**src/rtl/uart_bus_bridge.sv**
```systemverilog
// Data-bus slave mapping UART TX/RX FIFOs plus STATUS/CTRL registers into a
// 16-byte window, with bounded TX stall, optional blocking RX and a maskable IRQ.
module uart_bus_bridge #(
  parameter int unsigned DATA_WIDTH = 8,
  parameter logic [31:0] BASE_ADDR  = 32'h8000_0000,
  parameter int unsigned WAIT_LIMIT = 16
) (
  input  logic                  clk,
  input  logic                  reset,
  input  logic [31:0]           daddr_i,
  input  logic [31:0]           dwdata_i,
  input  logic [3:0]            dstrb_i,
  input  logic                  dwrite_i,
  input  logic                  dvalid_i,
  output logic [31:0]           drdata_o,
  output logic                  dready_o,
  output logic                  tx_fifo_wr_en_o,
  output logic [DATA_WIDTH-1:0] tx_fifo_wdata_o,
  input  logic                  tx_fifo_full_i,
  output logic                  rx_fifo_rd_en_o,
  input  logic [DATA_WIDTH-1:0] rx_fifo_rdata_i,
  input  logic                  rx_fifo_empty_i,
  output logic                  irq_o
);

  typedef enum logic [2:0] {
    S_IDLE,
    S_TX_WAIT,
    S_RX_WAIT,
    S_RX_DATA,
    S_DONE
  } state_e;

  localparam logic [3:0]  OFF_TX     = 4'h0;
  localparam logic [3:0]  OFF_RX     = 4'h4;
  localparam logic [3:0]  OFF_STATUS = 4'h8;
  localparam logic [3:0]  OFF_CTRL   = 4'hC;
  localparam bit          LIMITED    = (WAIT_LIMIT != 0);
  localparam logic [16:0] LIMIT      = 17'(WAIT_LIMIT);

  state_e      state_q, state_d;
  logic [3:0]  ctrl_q, ctrl_d;
  logic        tx_ovf_q, tx_ovf_d;
  logic        rx_unf_q, rx_unf_d;
  logic [15:0] cnt_q, cnt_d;
  logic        irq_q, irq_d;

  logic        in_window;
  logic [3:0]  offset;
  logic        ready, push, pop;
  logic        ovf_set, unf_set;
  logic [1:0]  w1c;
  logic [31:0] rdata, rx_word, status_word;
  logic        unused_bits;

  assign in_window   = (daddr_i[31:4] == BASE_ADDR[31:4]);
  assign offset      = daddr_i[3:0];
  assign unused_bits = ^{dstrb_i[3:1], dwdata_i};

  always_comb begin
    // NOTE: every signal written here gets a default first, so no path leaves
    // one unassigned and no latch is inferred.
    state_d     = state_q;
    ctrl_d      = ctrl_q;
    cnt_d       = cnt_q;
    ready       = 1'b0;
    push        = 1'b0;
    pop         = 1'b0;
    rdata       = '0;
    ovf_set     = 1'b0;
    unf_set     = 1'b0;
    w1c         = 2'b00;
    rx_word     = '0;
    rx_word[DATA_WIDTH-1:0] = rx_fifo_rdata_i;
    status_word = {28'd0, rx_unf_q, tx_ovf_q, rx_fifo_empty_i, tx_fifo_full_i};

    unique case (state_q)
      S_IDLE: begin
        if (dvalid_i && in_window) begin
          ready   = 1'b1;
          state_d = S_DONE;
          case (offset)
            OFF_TX: begin
              if (dwrite_i && dstrb_i[0]) begin
                if (!tx_fifo_full_i) begin
                  push = 1'b1;
                end else begin
                  ready   = 1'b0;
                  cnt_d   = '0;
                  state_d = S_TX_WAIT;
                end
              end
            end
            OFF_RX: begin
              if (!dwrite_i) begin
                if (!rx_fifo_empty_i) begin
                  pop     = 1'b1;
                  ready   = 1'b0;
                  state_d = S_RX_DATA;
                end else if (ctrl_q[0]) begin
                  ready   = 1'b0;
                  state_d = S_RX_WAIT;
                end else begin
                  unf_set = 1'b1;
                end
              end
            end
            OFF_STATUS: begin
              if (!dwrite_i)       rdata = status_word;
              else if (dstrb_i[0]) w1c   = dwdata_i[3:2];
            end
            OFF_CTRL: begin
              if (!dwrite_i)       rdata  = {28'd0, ctrl_q};
              else if (dstrb_i[0]) ctrl_d = dwdata_i[3:0];
            end
            default: ;
          endcase
        end
      end
      S_TX_WAIT: begin
        if (!tx_fifo_full_i) begin
          push    = 1'b1;
          ready   = 1'b1;
          state_d = S_DONE;
        end else if (LIMITED && ({1'b0, cnt_q} + 17'd1 >= LIMIT)) begin
          // The count includes the current cycle, so latency never exceeds the limit.
          ready   = 1'b1;
          ovf_set = 1'b1;
          state_d = S_DONE;
        end else if (cnt_q != 16'hFFFF) begin
          cnt_d = cnt_q + 16'd1;
        end
      end
      S_RX_WAIT: begin
        if (!rx_fifo_empty_i) begin
          pop     = 1'b1;
          state_d = S_RX_DATA;
        end
      end
      S_RX_DATA: begin
        ready   = 1'b1;
        rdata   = rx_word;
        state_d = S_DONE;
      end
      S_DONE:  state_d = S_IDLE;
      default: state_d = S_IDLE;
    endcase

    tx_ovf_d = (tx_ovf_q & ~w1c[0]) | ovf_set;
    rx_unf_d = (rx_unf_q & ~w1c[1]) | unf_set;
    irq_d    = (ctrl_d[1] & ~tx_fifo_full_i) |
               (ctrl_d[2] & ~rx_fifo_empty_i) |
               (ctrl_d[3] & (tx_ovf_d | rx_unf_d));
  end

  always_ff @(posedge clk) begin
    // NOTE: state is updated with non-blocking assignments so every flop
    // samples pre-edge values regardless of statement order.
    if (reset) begin
      state_q  <= S_IDLE;
      ctrl_q   <= '0;
      tx_ovf_q <= 1'b0;
      rx_unf_q <= 1'b0;
      cnt_q    <= '0;
      irq_q    <= 1'b0;
    end else begin
      state_q  <= state_d;
      ctrl_q   <= ctrl_d;
      tx_ovf_q <= tx_ovf_d;
      rx_unf_q <= rx_unf_d;
      cnt_q    <= cnt_d;
      irq_q    <= irq_d;
    end
  end

  // Combinational strobes are suppressed during reset so an aborted transfer
  // never completes or touches the FIFOs.
  assign dready_o        = ready & ~reset;
  assign tx_fifo_wr_en_o = push & ~reset;
  assign rx_fifo_rd_en_o = pop & ~reset;
  assign drdata_o        = (ready && !reset) ? rdata : '0;
  assign tx_fifo_wdata_o = reset ? '0 : dwdata_i[DATA_WIDTH-1:0];
  assign irq_o           = irq_q;

endmodule

```
**config.mk**
```make
export PLATFORM = sky130hd
export DESIGN_NAME = uart_bus_bridge
export DESIGN_NICKNAME = d
export VERILOG_FILES = /design/src/rtl/uart_bus_bridge.sv
export SDC_FILE = /design/constraint.sdc
export NUM_CORES = 1
export LEC_CHECK = 0
export ABC_AREA = 1
export CORE_MARGIN = 5
export CORE_UTILIZATION = 30
export DETAILED_ROUTE_END_ITERATION = 6
export GPL_ROUTABILITY_DRIVEN = 0
export PLACE_DENSITY = 0.65
export RECOVER_POWER = 25
export SLEW_MARGIN = 20
export SYNTH_ARGS = -nofsm -noshare
export SYNTH_HDL_FRONTEND = slang
export SYNTH_SLANG_ARGS = --single-unit
```
**constraint.sdc**
```tcl
create_clock -name clk -period 2.8 [get_ports clk]
set_input_delay 0.42 -clock clk [delete_from_list [all_inputs] [get_ports clk]]
set_output_delay 0.42 -clock clk [all_outputs]
set_load 0.05 [all_outputs]
```
After elaboration in Yosys (flattened, before gate mapping) --
Cells that the tools add are included.
Cells by class: multiplexer cells 61, add/sub/neg operators 2, eq/ne operators 17, bitwise gates (word level) 18, reductions and logical operators 10, magnitude comparators 1
Operators with widths (count):
- 16-bit two-way mux | 7
- 32-bit two-way mux | 1
- 4-bit two-way mux | 8
- 16-bit one-hot mux with 2 select lines | 1
- 28-bit == test (second input constant) | 1
- 3-bit two-way mux | 9
- 1-bit two-way mux | 21
- 16-bit by 1-bit adder with 17-bit output (second input constant) | 1
- 17-bit by 5-bit greater-or-equal comparator with 1-bit output (second input constant) | 1
- 16-bit by 1-bit adder with 16-bit output (second input constant) | 1
- 16-bit != test (second input constant) | 1
- 8-bit one-hot mux with 2 select lines | 1
- 2-bit != test (second input constant) | 7
- 3-bit one-hot mux with 4 select lines | 1
- 2-bit two-way mux | 5
- 1-bit AND | 8
- 4-bit == test (second input constant) | 2
- 8-bit two-way mux | 1
- 4-bit one-hot mux with 2 select lines | 1
- 8-bit AND reduction | 1
- 3-bit by 2-bit == test with 1-bit output (second input constant) | 2
- 1-bit one-hot mux with 2 select lines | 3
- 3-bit one-hot mux with 2 select lines | 1
- 1-bit NOT | 5
- other kinds (13) | 19
Storage, ports and cells: logic and storage cells 116, output and inout bits 44, bits in registers 26

Depth between registers and ports, before layout --
depth after elaboration 11, depth in mapped cells 15, gate-level depth less buffers 15

Worst setup path before layout --
OpenSTA, ideal clock, no wires.
kind register to output, start reg cnt_q[0], end out drdata_o[0], slack 0.088 ns, required time 2.380 ns, data arrival time 2.292 ns, cell stages (with the launch flop) 14, path through dfxtp_1 > ha_1 > nand2_1 > nor2_2 > nand2_1 > o21ai_0 > nor2_1 > nand2_1 > nor2_2 > nand2_2 > nand2_4 > nand2_1 > nand2_1 > a21oi_1
Between the ends: word-level cells in the longest chain between the ends 7
RTL lines:
- start, declared | RTL line 45 | logic [15:0] cnt_q, cnt_d;
- start signal, assigned | RTL line 171 | cnt_q <= cnt_d;
- 16-bit by 1-bit adder with 17-bit output | RTL line 125 | end else if (LIMITED && ({1'b0, cnt_q} + 17'd1 >= LIMIT)) begin
- 17-bit by 5-bit greater-or-equal comparator with 1-bit output | RTL line 125
- 1-bit two-way mux | RTL line 125
- 1-bit two-way mux | RTL line 121 | if (!tx_fifo_full_i) begin
- 1-bit one-hot mux with 3 select lines | RTL line 77 | unique case (state_q)
- 1-bit logical AND | RTL line 181 | assign drdata_o = (ready && !reset) ? rdata : '0;
- 32-bit two-way mux | RTL line 181
- end, declared | RTL line 15 | output logic [31:0] drdata_o,
Every way passes these cells.

Final worst setup path --
start reg cnt_q[0], end out drdata_o[2]
The elaborated chain is that of the path after synthesis.

==> results_dict.tcl <==
set metrics [dict create \
    path_clk_slew_ps 90 \
    numPortBuffers 74 \
    design_area_um2 3270 \
    drt-vias-per-instance 4.48 \
    fin_nets 550 \
    row_count 31 \
    r2r_slack_ps 740 \
    crit_fanout 6 \
    hold_viol 0 \
    grt_pass1_vias 2393 \
    final_util_pct 44.8 \
    wire_per_inst_um 10.9 \
    crit_arrival_ps 2210 \
    routed_wl_um 6140 \
    finalMaxSlewViolations 0 \
    setup_viol 0 \
    core_um2 7290 \
    htreeDepth 1 \
    syn2layout_area_growth_pct 44.3 \
    post-route-min-period_ps 2630 \
    p_leak_uw 0.00142 \
    yosysWarningCount 0 \
    crit-reg2reg-launch "cnt_q[0]" \
    worstReg2RegEnd "cnt_q[2]" \
    netlist_instances 383 \
    die_h_um 96.9 \
    holdPathEnd "ctrl_q[0]" \
    drive_gt1_share_pct 16.6 \
    path_delay_family "simple AND/OR/NAND/NOR gates" \
    crit_buf_inv 1 \
    outcome "completed" \
    antenna_found_initial 0 \
    cts_inserted_buffers 3 \
    cap_violations 0 \
    worst_pin_slew_ps 711 \
    grt_overflow 0 \
    hold_class "flop to flop" \
    ys_seq_area_share_pct 23.0 \
    cts.path.max_buffers 2 \
    holdPathStages 2 \
    min_from "ctrl_q[0]" \
    ant_nets 0 \
    vias 2529 \
    slowest_stage "dfxtp_4" \
    clock.fmax_ghz 0.380 \
    start_util_pct 31.1 \
    diodes 0 \
    drc 0 \
    num_io_pins 126 \
    cp.required_ps 2380 \
    cts-root-buf "clkbuf_8" \
    fillCellCount 796 \
    skew_ps 12.2 \
    dr.pass1.iters 4 \
    p_per_area_nw_per_um2 275 \
    critPathCaptureType "primary output" \
    syn_avg_cell_area_um2 5.91 \
    cts_tree "yes" \
    peakVddDrop_mv 0.221 \
    hold_buffers 0 \
    rr_worst_depth 16 \
    setup.worst_path.class "flop to primary output" \
    syn_area_um2 2260 \
    period_share_pct 93.9 \
    synth-seq-cells 26 \
    clk_latency_ps 270 \
    dpl_cell_area_um2 3140 \
    grt_max_degree 17 \
    grt_pass1_wl_um 10300 \
    grt_usage_pct 12.6 \
    die_area_um2 9390 \
    dp_hpwl_um 5070 \
    drtIter0Drc 108 \
    path_cells "ha_4, nand3_1, nor2_1, nand3_1, nand2_1, nand2_1, nand3_1, nor2_1, nand2_2, nand2_4, nand2_1, nand2_4, a21oi_2, buf_12" \
    relSlewSlack_pct 52.6 \
    synth_cell_type_count 34 \
    die_x_um 96.9 \
    start_kind "flop" \
    slowest_delay_ps 390 \
    cts.sinks 26 \
]
-- cell usage after synthesis --
library cell  number  area share [%]
a21oi_1           19             4.2
and3_1             2            0.55
buf_1              2            0.33
buf_4             24             8.0
buf_6              1            0.50
clkbuf_1           2            0.33
clkinv_1           1            0.17
conb_1             1            0.17
dfxtp_1           26              23
ha_1               2             1.1
inv_1             40             6.6
inv_2             15             2.5
nand2_1           85              14
nand2_2            4             1.1
nand2_4            2            0.99
nand3_1           36             8.0
nand3_2           10             4.4
nand3b_1           2            0.66
nand4_1           10             2.8
nor2_1            65              11
nor2_2             5             1.4
nor2_4             2            0.99
nor3_1             5             1.1
nor3_2             1            0.44
nor3b_1            1            0.33
nor4_1             4             1.1
o2111a_1           1            0.50
o21a_1             1            0.33
o21ai_0            7             1.5
o21ai_1            1            0.22
o21bai_1           2            0.66
o22ai_1            1            0.28
or2_2              2            0.55
xor2_1             1            0.39
-- registers in the layout, summed over array words and instances, names as in the netlist --
| name | flops |
|---|---|
| cnt_q | 16 |
| ctrl_q | 4 |
| irq_o | 1 |
| rx_unf_q | 1 |
| state_q | 3 |
| tx_ovf_q | 1 |
-- power by group --
| part | total (uW) | switching, uW | internal [uW] | leakage [uW] |
|---|---|---|---|---|
| Clock | 307 | 115 | 191 | 0.0000357 |
| Combinational | 224 | 142 | 81.9 | 0.00117 |
| Sequential | 367 | 0.000000364 | 367 | 0.000211 |
-- routing by layer --
metal	wire (um)	track usage, %	up-vias
met1	2770	15.3	1109
met5	0	0	-
met4	85	2.70	0
met2	2920	22.2	78
met3	362	3.17	12
li1	-	-	1330
-- final cells by class --
class	count	area, um2	share of cell area (%)
clock inverter	1	30.0	0.919
multi-input combinational	295	1460	44.6
clock buffer	3	41.3	1.26
inverter	56	210	6.43
sequential	26	528	16.2
tap	99	124	3.79
timing repair buffer	84	876	26.8
-- how the worst max path moves through the flow --
stage | from | end | cells past startpoint
after detailed placement | cnt_q[0] | drdata_o[2] | 14
after CTS | cnt_q[1] | dready_o | 15
after floorplan | cnt_q[0] | drdata_o[0] | 13
final | cnt_q[0] | drdata_o[2] | 14
after global routing | cnt_q[0] | drdata_o[1] | 15
after global placement | daddr_i[23] | drdata_o[0] | 9
-- logic make-up (layout without fill, tap and decap cells) --
kind of cell	after synthesis	in the layout	synth area share [%]
and+or+nand+nor	236	236	49.2
buffers and inverters	85	144	18.4
other	1	24	0.166
xor gates and xnor gates	1	1	0.387
DFF	26	26	23.0
adders and majority gates	2	2	1.10
AOI/OAI and AO/OA	32	32	7.73
-- cells in the final DEF, fill, tap and decap left out, types with 3 or more instances in the layout --
cell,netlist,final
a21oi_1,19,15
a21oi_2,0,4
buf_12,0,11
buf_4,24,10
clkbuf_1,2,8
clkbuf_8,0,3
clkdlybuf4s50_1,0,54
conb_1,1,24
dfxtp_1,26,24
inv_1,40,39
inv_2,15,16
nand2_1,85,83
nand2_2,4,5
nand2_4,2,3
nand3_1,36,36
nand3_2,10,10
nand4_1,10,10
nor2_1,65,64
nor2_2,5,5
nor2_4,2,3
nor3_1,5,5
nor4_1,4,4
o21ai_0,7,6
-- repair_timing --
item                       in CTS  in global routing
gates cloned                    0                  0
buffers inserted                0                  5
setup endpoints to repair       5                  5
gates resized for setup         8                 10
pin swaps                       0                  3
-- tightest hold or removal path, delay by kind of cell, from the launching register on --
kind	cells	cell delay, ps
buffers and inverters	1	60
AOI/OAI and AO/OA	1	50
DFF	1	340
-- metrics by stage --
step / instances / setup slack (ps) / hold WS [ps] / total power, uW / TNS (ps)
after global placement: 555 / 185 / 470 / 605 / 0
after floorplan: 406 / 88.1 / 437 / 528 / 0
final: 564 / 170 / 482 / 898 / 0
after global routing: 564 / -25.0 / 513 / 938 / -109
after detailed placement: 555 / 151 / 470 / 605 / 0
after CTS: 559 / 2.91 / 486 / 915 / 0
(Power assumes the default switching activity.)
